[src/rtl/fulladder4_pkg.sv]
// Shared constants and bit-level helpers for the registered ripple-carry adder.
package fulladder4_pkg;

  localparam int ADD_W = 4;

  // Majority of three inputs: the carry-out of a single full-adder stage.
  function automatic logic maj3(input logic x, input logic y, input logic z);
    return (x & y) | (x & z) | (y & z);
  endfunction

endpackage

[src/rtl/fulladder4_if.sv]
// Operand/result bundle for fulladder4; master drives operands, slave returns the result.
interface fulladder4_if
  import fulladder4_pkg::*;
#(
  parameter int WIDTH = ADD_W
);
  logic [WIDTH-1:0] a;
  logic [WIDTH-1:0] b;
  logic             cin;
  logic [WIDTH-1:0] sum;
  logic             cout;

  modport master (output a, output b, output cin, input sum, input cout);
  modport slave  (input a, input b, input cin, output sum, output cout);
endinterface

[src/rtl/fulladder4_full_adder_1b.sv]
// Purely combinational 1-bit full adder; one link of the ripple-carry chain.
module full_adder_1b
  import fulladder4_pkg::*;
(
  input  logic a,
  input  logic b,
  input  logic ci,
  output logic s,
  output logic co
);

  assign s  = a ^ b ^ ci;
  assign co = maj3(a, b, ci);

endmodule

[src/rtl/fulladder4.sv]
// Registered unsigned adder: {cout,sum} <= a + b + cin through a ripple-carry chain, 1-cycle latency.
module fulladder4
  import fulladder4_pkg::*;
#(
  parameter int WIDTH = ADD_W
)(
  input  logic         clk,
  input  logic         rst,
  fulladder4_if.slave  bus
);

  logic [WIDTH:0]   carry;
  logic [WIDTH-1:0] sum_d;
  logic             cout_d;
  logic [WIDTH-1:0] sum_q;
  logic             cout_q;

  assign carry[0] = bus.cin;

  for (genvar i = 0; i < WIDTH; i++) begin : g_chain
    full_adder_1b u_fa (
      .a  (bus.a[i]),
      .b  (bus.b[i]),
      .ci (carry[i]),
      .s  (sum_d[i]),
      .co (carry[i+1])
    );
  end

  assign cout_d = carry[WIDTH];

  // Output register stage: result of the combinational chain captured each edge
  always_ff @(posedge clk) begin
    if (rst) begin
      sum_q  <= '0;
      cout_q <= 1'b0;
    end else begin
      sum_q  <= sum_d;
      cout_q <= cout_d;
    end
  end

  assign bus.sum  = sum_q;
  assign bus.cout = cout_q;

endmodule

[src/flat_wrapper.sv]
// flat-port wrapper written by rule: the top's interface ports become plain ports
module fulladder4_flat import fulladder4_pkg::*;
#(
  parameter int WIDTH = ADD_W
)
  (clk, rst, bus_a, bus_b, bus_cin, bus_sum, bus_cout);
  fulladder4_if #(.WIDTH(WIDTH)) bus_i ();
  input  logic clk;
  input  logic rst;
  input wire logic [$bits(bus_i.a)-1:0] bus_a;
  input wire logic [$bits(bus_i.b)-1:0] bus_b;
  input wire logic [$bits(bus_i.cin)-1:0] bus_cin;
  output wire logic [$bits(bus_i.sum)-1:0] bus_sum;
  output wire logic [$bits(bus_i.cout)-1:0] bus_cout;
  assign bus_i.a = bus_a;
  assign bus_i.b = bus_b;
  assign bus_i.cin = bus_cin;
  assign bus_sum = bus_i.sum;
  assign bus_cout = bus_i.cout;
  fulladder4 #(.WIDTH(WIDTH)) u_core (.clk(clk), .rst(rst), .bus(bus_i));
endmodule
[config.mk]
export PLATFORM = sky130hd
export DESIGN_NAME = fulladder4_flat
export DESIGN_NICKNAME = d
export VERILOG_FILES = /design/src/rtl/fulladder4_pkg.sv /design/src/rtl/fulladder4_if.sv /design/src/rtl/fulladder4_full_adder_1b.sv /design/src/rtl/fulladder4.sv /design/src/flat_wrapper.sv
export SDC_FILE = /design/constraint.sdc
export NUM_CORES = 1
export LEC_CHECK = 0
export CORE_AREA = 3 3 40 42
export DETAILED_ROUTE_END_ITERATION = 16
export DIE_AREA = 0 0 43 45
export REMOVE_ABC_BUFFERS = 1
export SLEW_MARGIN = 20
export SYNTH_ARGS = -nofsm -noshare
export SYNTH_HDL_FRONTEND = slang
export SYNTH_SLANG_ARGS = --single-unit
[constraint.sdc]
create_clock -name clk -period 3.15 [get_ports clk]
set_clock_uncertainty 0.2 [all_clocks]
set_input_delay 0.945 -clock clk [delete_from_list [all_inputs] [get_ports clk]]
set_output_delay 0.945 -clock clk [all_outputs]
set_load 0.05 [all_outputs]
==> results.tsv <==
stage	metric	value	unit
global_routing	maximum_number_of_pins_on_one_net_before_global_route_repair	6	
critical_path	cp.arrival	2.95	ns
critical_path	setup.worst_path.class	input pin to register	
placement	gp_congestion	0.616	
timing	final_period_minus_worst_setup_slack	2.98	ns
die	dieHeight	45	µm
clock_network	cts-buffers-inserted	3	
detailed_routing	detail_route.drc_violations	0	
detailed_routing	wl_per_cell	6.85	µm
logic_synthesis	yosysWarnings	0	
min_path	holdPathEnd	u_core.bus.sum[3]	
timing	max-slew-margin-rel	0.673	
clock_network	cts_hold_repair.buffers	0	
critical_path	timing.critical_path.mode_cell	sky130_fd_sc_hd__fa_1	
status	run_status	complete, no violations	
final_layout	post_route_core_utilization	0.331	
placement	hpwl	355	µm
logic_synthesis	synth_seq_cells	5	
final_layout	diodes_inserted	0	
detailed_routing	totalWireLength	377	µm
die	top_level_ports	16	
timing	final-setup-viol-count	0	
clock_network	count_of_h_tree_levels_built_during_cts	1	
critical_path	cells_along_the_critical_path	clkdlybuf4s50_1, inv_1, fa_1, inv_1, fa_1, fa_1, inv_1, fa_1, nor2_1	
timing	final.setup.tns	0	ns
clock_network	post_cts.repair.setup_buffers	0	
placement	postPlaceCellArea	399	µm²
final_layout	final_nets	56	
detailed_routing	drtIter0Drc	0	
critical_path	critical_path.startpoint_type	input pin	
logic_synthesis	mappedNetlistArea	230	µm²
timing	final_max_slew_viol_count	0	
min_path	hold_path.startpoint	rst	
logic_synthesis	synth.distinct_cells	5	
final_layout	final_cell_area	425	µm²
global_routing	grt_first_pass_wirelength	641	µm
final_layout	areaGrowthSynthToFinish	84.8	%
critical_path	critical_path_peak_fanout	1	
logic_synthesis	postSynthAreaPerCell	11.0	µm²
final_layout	drive_above_1_share	0.0750	
die	coreArea	0.00128	mm²
logic_synthesis	seq_area_frac_synth	0.435	
power_and_ir_drop	ir_drop_worst_case_vdd	0.0832	mV
die	start_util	0.179	
final_layout	mostFrequentLayoutCell	sky130_fd_sc_hd__clkdlybuf4s50_1	
die	die-width	43	µm
die	dieArea	0.00194	mm²
detailed_routing	detailedRoute.firstPassIterationCount	1	
timing	grt_setup_unrepaired	false	
global_routing	grt_overflow_total	0	
detailed_routing	route.detailed.vias_per_inst	3.35	
timing	finalHoldWorstSlack	1.13	ns
timing	fmaxAchievable	0.335	GHz
die	floorplan.rows	13	
detailed_routing	drtAntennaViolNets	0	
min_path	hold_class	input pin to register	
clock_network	cts-resized-gates	0	
critical_path	critPathMaxStageDelay	0.40	ns
power_and_ir_drop	p_total	211	µW
clock_network	clk_pin_slew	0.04	ns
min_path	hold_depth	2	
global_routing	global_route.usage.total	0.0479	
logic_synthesis	syn-instance-count	21	
global_routing	first_global_vias	185	
power_and_ir_drop	powerDensity	496	mW/mm²
final_layout	layout.cells.most_common_list	15 x sky130_fd_sc_hd__clkdlybuf4s50_1, 7 x sky130_fd_sc_hd__inv_1, 5 x sky130_fd_sc_hd__dfxtp_1	
clock_network	ctsLongestPathBuffers	2	
critical_path	critPathSlowestCell	sky130_fd_sc_hd__fa_1	
clock_network	cts_tree	yes	
timing	timing.final.crit_share	0.946	
critical_path	critical_path.endpoint_type	register	
detailed_routing	routed-via-count	184	
clock_network	ctsRootBufferMaster	sky130_fd_sc_hd__clkbuf_4	
placement	port_buffers	15	
timing	hold_viol	0	
timing	transition_time_at_the_pin_with_the_least_slew_margin	0.490	ns
power_and_ir_drop	total_leakage_power	0.191	nW
critical_path	cp.required	3.12	ns
clock_network	cts_num_sinks	5	
global_routing	initial_antenna_violation_count	0	
run	max_cap_violations	0	
cell type report:
class / count / area [µm²]
clock buffer: 4 / 26.3
inverter: 7 / 26.3
tap: 15 / 18.8
timing repair buffer: 15 / 150
fill: 151 / 860
sequential: 5 / 100
multi-input combinational: 9 / 104
power breakdown:
group	switching [mW]	total (mW)	internal, mW	leakage (nW)
logic	0.0377	0.0676	0.0298	0.134
registers	0.00149	0.0722	0.0707	0.0417
clock network	0.0233	0.0710	0.0477	0.0150
cell usage after synthesis:
| master | number | area, µm² |
|---|---|---|
| sky130_fd_sc_hd__fa_1 | 4 | 80.1 |
| sky130_fd_sc_hd__nor2_1 | 3 | 11.3 |
| sky130_fd_sc_hd__nor2b_1 | 2 | 12.5 |
| sky130_fd_sc_hd__dfxtp_1 | 5 | 100 |
| sky130_fd_sc_hd__inv_1 | 7 | 26.3 |
how the worst max path moves through the flow:
stage                     startpoint                end  slack, ns  cells past startpoint
after global routing        bus_b[0]  u_core.bus.sum[3]       0.07                      9
final                       bus_b[0]  u_core.bus.sum[3]       0.17                      9
after global placement      bus_b[0]  u_core.bus.sum[3]      -0.07                      9
after CTS                   bus_b[0]  u_core.bus.sum[3]       0.15                      9
after floorplan              bus_cin  u_core.bus.sum[3]       0.41                      8
after detailed placement    bus_b[0]  u_core.bus.sum[3]      -0.09                      9
cells by family after synthesis:
kind of cell	count (synthesis)	share of synthesized area
AND/OR/NAND/NOR	5	0.103
adder cells (fa/ha/maj)	4	0.348
buffers and inverters	7	0.114
flip-flops	5	0.435
through the flow:
stage	std cells	worst slack, ns
6_report	55	0.169
2_1_floorplan	21	0.408
3_5_place_dp	51	-0.0856
4_1_cts	55	0.150
5_1_grt	55	0.0657
3_3_place_gp	51	-0.0722
critical path: cells and delay by family:
kind | cells | cell delay (ns)
fa+ha+maj | 4 | 1.32
buf+inv | 4 | 0.60
simple gates | 1 | 0.10
per-layer routing:
metal  share of wire  vias up  GRT usage
met1            0.32       82     0.0496
met5               0        -          0
met2            0.59        9     0.0749
li1                -       93          -
met4               0        0     0.0723
met3           0.082        0          0
state kept, by name, indices dropped and copies added (netlist names):
name,cells
u_core.bus.sum,4
u_core.bus.cout,1
No activity file was read; power rests on OpenSTA's default activity.
